<file path="src/rtl/ac_pkg.sv">
// Shared definitions for the config register file (CRF) AXI4-Lite path.
//   axil_resp_e   : AXI4-Lite BRESP/RRESP encodings
//   crf_state_t   : state encoding of crf_axil_master, as plain localparam constants
//   CRF_*_OFS     : byte offsets of the CRF registers on the lite slave
package ac_pkg;

   typedef enum logic [1:0] {
      AXIL_OKAY   = 2'd0,
      AXIL_EXOKAY = 2'd1,
      AXIL_SLVERR = 2'd2,
      AXIL_DECERR = 2'd3
   } axil_resp_e;

   typedef logic [2:0] crf_state_t;

   localparam crf_state_t ST_IDLE    = 3'd0;
   localparam crf_state_t ST_WR_REQ  = 3'd1;
   localparam crf_state_t ST_WR_RESP = 3'd2;
   localparam crf_state_t ST_RD_REQ  = 3'd3;
   localparam crf_state_t ST_RD_RESP = 3'd4;
   localparam crf_state_t ST_RSP     = 3'd5;

   localparam logic [31:0] CRF_CTRL_OFS     = 32'h0000_0000;
   localparam logic [31:0] CRF_STATUS_OFS   = 32'h0000_0004;
   localparam logic [31:0] CRF_START_OFS    = 32'h0000_0010;
   localparam logic [31:0] CRF_END_OFS      = 32'h0000_0014;
   localparam logic [31:0] CRF_HS_COUNT_OFS = 32'h0000_0018;
   localparam logic [31:0] CRF_SCRATCH_OFS  = 32'h0000_001C;

endpackage

</file>
<file path="src/rtl/crf_axil_master.sv">
// AXI4-Lite initiator for the CRF lite slave. Takes one command at a time from a
// valid/ready command port, runs a single-beat write (AW+W, then B) or read (AR, then R),
// and presents the result on a valid/ready response port.
// Ports:
//   clk, rst_n                 clock, asynchronous active-low reset
//   cmd_valid/cmd_ready        command handshake; cmd_wr, cmd_addr, cmd_wdata, cmd_wstrb payload
//   rsp_valid/rsp_ready        response handshake; rsp_wr, rsp_rdata, rsp_resp payload
//   tmo_err                    one-cycle pulse when the slave has stalled TIMEOUT_CYCLES cycles
//   m_axi_aw*/w*/b*/ar*/r*     AXI4-Lite master channels
// All AXI outputs are registers or decodes of the state register.
module crf_axil_master
   import ac_pkg::*;
#(
   parameter int unsigned AXI_DATA_WIDTH = 32,
   parameter int unsigned AXI_ADDR_WIDTH = 32,
   parameter int unsigned TIMEOUT_CYCLES = 1024
) (
   input  logic                          clk,
   input  logic                          rst_n,
   // command port
   input  logic                          cmd_valid,
   output logic                          cmd_ready,
   input  logic                          cmd_wr,
   input  logic [AXI_ADDR_WIDTH-1:0]     cmd_addr,
   input  logic [AXI_DATA_WIDTH-1:0]     cmd_wdata,
   input  logic [AXI_DATA_WIDTH/8-1:0]   cmd_wstrb,
   // response port
   output logic                          rsp_valid,
   input  logic                          rsp_ready,
   output logic                          rsp_wr,
   output logic [AXI_DATA_WIDTH-1:0]     rsp_rdata,
   output logic [1:0]                    rsp_resp,
   output logic                          tmo_err,
   // AXI4-Lite master
   output logic                          m_axi_awvalid,
   input  logic                          m_axi_awready,
   output logic [AXI_ADDR_WIDTH-1:0]     m_axi_awaddr,
   output logic [2:0]                    m_axi_awprot,
   output logic                          m_axi_wvalid,
   input  logic                          m_axi_wready,
   output logic [AXI_DATA_WIDTH-1:0]     m_axi_wdata,
   output logic [AXI_DATA_WIDTH/8-1:0]   m_axi_wstrb,
   input  logic                          m_axi_bvalid,
   output logic                          m_axi_bready,
   input  logic [1:0]                    m_axi_bresp,
   output logic                          m_axi_arvalid,
   input  logic                          m_axi_arready,
   output logic [AXI_ADDR_WIDTH-1:0]     m_axi_araddr,
   output logic [2:0]                    m_axi_arprot,
   input  logic                          m_axi_rvalid,
   output logic                          m_axi_rready,
   input  logic [AXI_DATA_WIDTH-1:0]     m_axi_rdata,
   input  logic [1:0]                    m_axi_rresp
);

   localparam int unsigned SW   = AXI_DATA_WIDTH / 8;
   localparam int unsigned WD_W = (TIMEOUT_CYCLES > 0) ? $clog2(TIMEOUT_CYCLES + 1) : 1;
   localparam logic [WD_W-1:0] WD_MAX = WD_W'(TIMEOUT_CYCLES);
   localparam logic [WD_W-1:0] WD_ONE = WD_W'(1);

   crf_state_t state_q, state_d;

   logic                      awvalid_q, awvalid_d;
   logic                      wvalid_q,  wvalid_d;
   logic                      arvalid_q, arvalid_d;
   logic [AXI_ADDR_WIDTH-1:0] addr_q,    addr_d;
   logic [AXI_DATA_WIDTH-1:0] wdata_q,   wdata_d;
   logic [SW-1:0]             wstrb_q,   wstrb_d;
   logic                      rsp_wr_q,  rsp_wr_d;
   logic [AXI_DATA_WIDTH-1:0] rdata_q,   rdata_d;
   logic [1:0]                resp_q,    resp_d;
   logic [WD_W-1:0]           wd_q,      wd_d;
   logic                      tmo_q,     tmo_d;
   logic                      wait_st;

   // Next-state and capture logic
   always_comb begin
      state_d   = state_q;
      awvalid_d = awvalid_q;
      wvalid_d  = wvalid_q;
      arvalid_d = arvalid_q;
      addr_d    = addr_q;
      wdata_d   = wdata_q;
      wstrb_d   = wstrb_q;
      rsp_wr_d  = rsp_wr_q;
      rdata_d   = rdata_q;
      resp_d    = resp_q;

      case (state_q)
         ST_IDLE: begin
            if (cmd_valid) begin
               addr_d = cmd_addr;
               if (cmd_wr) begin
                  wdata_d   = cmd_wdata;
                  wstrb_d   = cmd_wstrb;
                  awvalid_d = 1'b1;
                  wvalid_d  = 1'b1;
                  state_d   = ST_WR_REQ;
               end else begin
                  arvalid_d = 1'b1;
                  state_d   = ST_RD_REQ;
               end
            end
         end
         ST_WR_REQ: begin
            if (awvalid_q && m_axi_awready) awvalid_d = 1'b0;
            if (wvalid_q && m_axi_wready)   wvalid_d  = 1'b0;
            // Both valids start high in this state, so both low means both handshakes are
            // done; moving on from the registered flags keeps bready off until then.
            if (!awvalid_q && !wvalid_q) state_d = ST_WR_RESP;
         end
         ST_WR_RESP: begin
            if (m_axi_bvalid) begin
               rsp_wr_d = 1'b1;
               rdata_d  = '0;
               resp_d   = m_axi_bresp;
               state_d  = ST_RSP;
            end
         end
         ST_RD_REQ: begin
            if (m_axi_arready) begin
               arvalid_d = 1'b0;
               state_d   = ST_RD_RESP;
            end
         end
         ST_RD_RESP: begin
            if (m_axi_rvalid) begin
               rsp_wr_d = 1'b0;
               rdata_d  = m_axi_rdata;
               resp_d   = m_axi_rresp;
               state_d  = ST_RSP;
            end
         end
         ST_RSP: begin
            if (rsp_ready) state_d = ST_IDLE;
         end
         default: state_d = ST_IDLE;
      endcase
   end

   // Watchdog: counts cycles spent in one slave-wait state, saturating at TIMEOUT_CYCLES.
   // It only reports; the transaction keeps waiting.
   assign wait_st = (state_q == ST_WR_REQ) || (state_q == ST_WR_RESP) ||
                    (state_q == ST_RD_REQ) || (state_q == ST_RD_RESP);

   always_comb begin
      wd_d  = wd_q;
      tmo_d = 1'b0;
      if (!wait_st || (state_d != state_q)) begin
         wd_d = '0;
      end else if (wd_q != WD_MAX) begin
         wd_d = wd_q + WD_ONE;
      end
      tmo_d = (TIMEOUT_CYCLES != 0) && wait_st && (state_d == state_q) &&
              (wd_q == WD_MAX - WD_ONE);
   end

   always_ff @(posedge clk or negedge rst_n) begin
      if (!rst_n) begin
         state_q   <= ST_IDLE;
         awvalid_q <= 1'b0;
         wvalid_q  <= 1'b0;
         arvalid_q <= 1'b0;
         addr_q    <= '0;
         wdata_q   <= '0;
         wstrb_q   <= '0;
         rsp_wr_q  <= 1'b0;
         rdata_q   <= '0;
         resp_q    <= 2'b00;
         wd_q      <= '0;
         tmo_q     <= 1'b0;
      end else begin
         state_q   <= state_d;
         awvalid_q <= awvalid_d;
         wvalid_q  <= wvalid_d;
         arvalid_q <= arvalid_d;
         addr_q    <= addr_d;
         wdata_q   <= wdata_d;
         wstrb_q   <= wstrb_d;
         rsp_wr_q  <= rsp_wr_d;
         rdata_q   <= rdata_d;
         resp_q    <= resp_d;
         wd_q      <= wd_d;
         tmo_q     <= tmo_d;
      end
   end

   assign cmd_ready     = (state_q == ST_IDLE);
   assign rsp_valid     = (state_q == ST_RSP);
   assign rsp_wr        = rsp_wr_q;
   assign rsp_rdata     = rdata_q;
   assign rsp_resp      = resp_q;
   assign tmo_err       = tmo_q;

   assign m_axi_awvalid = awvalid_q;
   assign m_axi_awaddr  = addr_q;
   assign m_axi_awprot  = 3'b000;
   assign m_axi_wvalid  = wvalid_q;
   assign m_axi_wdata   = wdata_q;
   assign m_axi_wstrb   = wstrb_q;
   assign m_axi_bready  = (state_q == ST_WR_RESP);
   assign m_axi_arvalid = arvalid_q;
   assign m_axi_araddr  = addr_q;
   assign m_axi_arprot  = 3'b000;
   assign m_axi_rready  = (state_q == ST_RD_RESP);

endmodule

</file>
<file path="config.mk">
export PLATFORM = sky130hd
export DESIGN_NAME = crf_axil_master
export DESIGN_NICKNAME = d
export VERILOG_FILES = /design/src/rtl/ac_pkg.sv /design/src/rtl/crf_axil_master.sv
export SDC_FILE = /design/constraint.sdc
export NUM_CORES = 1
export LEC_CHECK = 0
export ABC_AREA = 1
export ABC_CLOCK_PERIOD_IN_PS = 1700
export BUFFER_PORTS_ARGS = -buffer_cell sky130_fd_sc_hd__buf_2
export CORE_ASPECT_RATIO = 0.75
export CORE_MARGIN = 5
export CORE_UTILIZATION = 42
export CTS_BUF_LIST = sky130_fd_sc_hd__clkbuf_16
export CTS_CLUSTER_SIZE = 25
export DETAILED_ROUTE_END_ITERATION = 10
export GPL_ROUTABILITY_DRIVEN = 0
export PLACE_DENSITY = 0.77
export SLEW_MARGIN = 20
export SYNTH_ARGS = -nofsm -noshare
export SYNTH_HDL_FRONTEND = slang
export SYNTH_SLANG_ARGS = --single-unit
</file>
<file path="constraint.sdc">
create_clock -name clk -period 1.7 [get_ports clk]
set_input_delay 0 -clock clk [delete_from_list [all_inputs] [get_ports clk]]
set_output_delay 0 -clock clk [all_outputs]
set_load 0.03 [all_outputs]
</file>
Yosys cells after proc, flatten, opt, wreduce, memory -nomap -nowiden --
Cells that the tools add are included.
Storage, ports and cells: ROM bits 0, memories 0, output and inout port bits 149, bits in registers 121, memory bits (writable) 0, latch bits 0
Cells by class: equality and inequality tests 17, shift operators 0, add/sub/neg operators 1, multiply operators 0, reductions and logical operators 23, mux-type cells 29, $lt $le $gt $ge 0, bitwise gates (word level) 0, div/mod/pow operators 0
Operators by type and width (number):
- 32-bit two-way mux | 2
- 32-bit one-hot mux with 2 select lines | 1
- 11-bit two-way mux | 2
- 3-bit two-way mux | 6
- 3-bit one-hot mux with 6 select lines | 1
- 2-bit inequality test, second input constant | 7
- 4-bit AND reduction | 3
- 11-bit by 1-bit adder with 11-bit output, second input constant | 1
- 11-bit by 10-bit == test with 1-bit output, second input constant | 1
- 11-bit inequality test, second input constant | 1
- 1-bit two-way mux | 9
- 1-bit one-hot mux with 2 select lines | 4
- 2-bit nonzero test | 4
- 3-bit by 2-bit == test with 1-bit output, second input constant | 2
- 3-bit == test, second input constant | 2
- 2-bit two-way mux | 3
- 3-bit AND reduction | 2
- 1-bit logical AND | 5
- 1-bit logical OR | 4
- 2-bit one-hot mux with 2 select lines | 1
- 3-bit by 1-bit == test with 1-bit output, second input constant | 1
- 3-bit == test | 1
- 1-bit logical NOT | 3
- 3-bit logical NOT | 1
- other kinds (3) | 3

Depth between registers and ports, before layout --
depth after elaboration 7, mapped depth 10

Worst setup path before layout --
Ideal clock, no wire load.
path type reg2reg, start point reg state_q[1], end point reg rdata_q[23] (netlist: rsp_rdata[23]), library setup time 0.066 ns, stages on the path, launching flop included 8, buffers on the path 2, arrival 1.592 ns, period minus slack after synthesis 1.658 ns, path slack 0.042 ns, cells stage by stage dfrtp_1 -> buf_4 -> nor2_8 -> nand2_1 -> clkinv_1 -> buf_1 -> nand3_1 -> nand2_1
On the way: longest elaborated chain between the ends 3
RTL lines:
- from (decl) | line crf_axil_master.sv:61 | crf_state_t state_q, state_d;
- from (signal assigned) | line crf_axil_master.sv:173 | state_q <= state_d;
- 3-bit == test *
- net m_axi_rready | line crf_axil_master.sv:51 | output logic m_axi_rready,
- 2-bit inequality test (no source line) / 2-bit nonzero test (equally long branches)
- 3-bit AND reduction (no source line)
- to (signal assigned) | line crf_axil_master.sv:181 | rdata_q <= rdata_d;
- to (decl) | line crf_axil_master.sv:70 | logic [AXI_DATA_WIDTH-1:0] rdata_q, rdata_d;
Mark *: on every way through the listed nets, which the timed path passes. The rest lies on a longest branch. A chain may end at the register's enable or synchronous reset.

Worst setup path in the final report --
start point reg state_q[0], end point out m_axi_rready
On the way: longest elaborated chain between the ends 1
RTL lines:
- 3-bit == test | line crf_axil_master.sv:205 | assign m_axi_rready = (state_q == ST_RD_RESP);
- to (decl) | line crf_axil_master.sv:51
No other way between the ends.

==> results.ini <==
[sta]
fin_skew_ns=0.00901
hold_viol_final=0
period_minus_slack_ns=1.58
setup_viol=0
max_freq_ghz=0.632
drv_slew=0
fin_crit_sh=0.931
rsz0062_at_grt=no
setup_tns_ns=0

[run_status]
status=finished, final reports clean

[route]
drc=0
vias=5146
route.detailed.wl_per_inst_um=15.9
viasPerCell=4.84
ant_nets=0
dr.pass1.iters=6
first_iter_violations=362
routed_wl_um=17000

[synthesis]
synth-edff-count=0
ys_seq_area_frac=0.564
ys_warn_count=0
ys.flop_type=dfrtp_1
yosys-top-cells-count=nand2_1, dfrtp_1, nand3_1
synth.avg_cell_area_um2=9.97
yosys.area.top_type_share=0.564
postSynthCellCount=539
ys_async_sr_fraction=1.00
netlist_area_mm2=0.00537
synth_top_area_cell=dfrtp_1
synth_cell_types=31
yosys-top-cells-area=dfrtp_1, nand2_1, nand3_1, buf_4, mux2_4
synth_seq_cells=121
synthMostInstantiatedCell=nand2_1

[worst_setup_path]
required_ns=1.70
cp-startpoint=state_q[0]
path_cells=nor2_8 -> nand2_4 -> clkinvlp_4 -> buf_12 -> buf_4
crit_end=m_axi_rready
cpPeakStageDelay_ns=0.46
crit_arrival_ns=1.58
path_class=register to primary output
slowest_stage=dfrtp_2
crit-reg2reg-launch=state_q[1]
crit_path_start_kind=register
rrSetupSlack_ns=0.12
r2r-end=wd_q[10]
endpoint_kind=primary output
critPathMaxFanout=18
r2r_cells=9

[global_routing]
grt_pass1_vias=5358
grtUsageTotal=0.220
grt_overflow=0
antenna_found_initial=0
grt_start_max_net_pins=52
grt_first_pass_wirelength_um=26700

[clock_tree]
cts.sinks=121
insertion_delay_ns=0.41
root_buffer=clkbuf_16
cts_inserted_buffers=17
cts_tree=done
max-clock-path-buffers=2
clk_pin_slew_worst_paths_ns=0.06
htreeDepth=4

[floorplan]
io_pins=263
dieArea_mm2=0.0152
initial_utilization=0.434
die_y_um=108
row_count=35
fp.dieW_um=141
coreArea_mm2=0.0124

[job]
drv_cap=0

[finish]
utilization=0.681
syn2layout_area_growth_pct=57.0
finalNetCount=999
drive_above_1_share=0.391
fillCellCount=904

[place]
dp_hpwl_um=10200
io_buffers=256

[worst_hold_path]
hp-class=primary input to register
whs_path_depth=4

[power]
peakVddDrop_v=0.00124
leakage_nw=4.62
power_density_mw_per_mm2=1970

-- sequential cells by signal (all words and copies together) (netlist names) --
signal and count:
wd_q 11, m_axi_wstrb 4, rsp_rdata 32, tmo_err 1
m_axi_wdata 32, rsp_wr 1, state_q 3, rsp_resp 2
m_axi_awvalid 1, m_axi_wvalid 1, m_axi_araddr 32, m_axi_arvalid 1
-- through the flow --
stage / std cells / cell area, um^2 / hold slack (ns) / power [W] / setup WS, ns
2_1_floorplan: 544 / 5390 / -0.296 / 0.0105 / 0.0421
3_3_place_gp: 914 / 6610 / -0.0820 / 0.0123 / 0.135
3_5_place_dp: 914 / 6610 / -0.0810 / 0.0124 / 0.0901
4_1_cts: 1058 / 8360 / 0.00531 / 0.0165 / 0.0237
5_1_grt: 1062 / 8430 / 0.0509 / 0.0175 / 0.0122
6_report: 1064 / 8430 / 0.0166 / 0.0167 / 0.117
-- metal layers --
metal | GRT usage | vias to the layer above | wire (um)
li1 | - | 2397 | -
met2 | 0.388 | 265 | 8850
met4 | 0.0968 | 0 | 412
met5 | 0 | - | 0
met1 | 0.253 | 2439 | 6370
met3 | 0.0610 | 45 | 1330
-- power by group --
group / total, W / switching (W) / internal, W
Combinational: 0.00799 / 0.00544 / 0.00255
Clock: 0.00377 / 0.00132 / 0.00245
Sequential: 0.00489 / 0.000817 / 0.00407
Total: 0.0167 / 0.00758 / 0.00908
-- worst max-delay path, delay by kind of cell, from the launching register on --
family	cells	cell delay (ns)
buffers and inverters	3	0.42
DFF	1	0.46
and+or+nand+nor	2	0.29
-- cell usage in the layout, fill, tap and decap left out, types with 3 or more instances in the layout --
cell / count
mux2_2: 18
clkinv_4: 3
bufinv_16: 4
buf_4: 10
nor2_1: 30
nand4_1: 8
conb_1: 6
xor2_1: 7
nor3_1: 5
mux2_4: 18
nand2_1: 157
buf_2: 254
o21ai_0: 3
dfrtp_1: 119
nand3_1: 71
dlygate4sd3_1: 111
clkinvlp_4: 4
buf_12: 5
clkbuf_16: 18
inv_1: 17
-- final cells by class --
cell class,instances,area (um^2),area share
antenna,2,5.00,0.000593
clock buffer,17,425,0.0504
clock inverter,15,200,0.0237
inverter,21,85.1,0.0101
multi-input combinational,340,1890,0.224
sequential,121,3030,0.359
tap,166,208,0.0246
timing repair buffer,382,2590,0.308
-- logic make-up after synthesis --
family,count (synthesis),synth area share
AOI/OAI and AO/OA,9,0.00978
xor gates and xnor gates,8,0.0130
DFF,121,0.564
other,1,0.000698
adders and majority gates,2,0.00466
and+or+nand+nor,279,0.228
muxes,36,0.0880
buffers and inverters,83,0.0918
-- worst min-delay path by stage --
stage	from	endpoint
floorplan	rst_n	m_axi_araddr[0]
global placement	rst_n	m_axi_araddr[21]
detailed placement	rst_n	m_axi_araddr[23]
CTS	cmd_wr	state_q[1]
global route	cmd_wr	state_q[1]
finish	cmd_wr	state_q[1]
-- timing repair --
item / CTS / global route
hold buffers: 112 / 0
setup buffers: 0 / 3
pin swaps: 0 / 3
gates cloned: 0 / 1
resized for setup: 3 / 8
endpoints found under the hold margin: 229 / 0
setup endpoints to repair: 1 / 15
No activity file was read; power rests on OpenSTA's default activity.
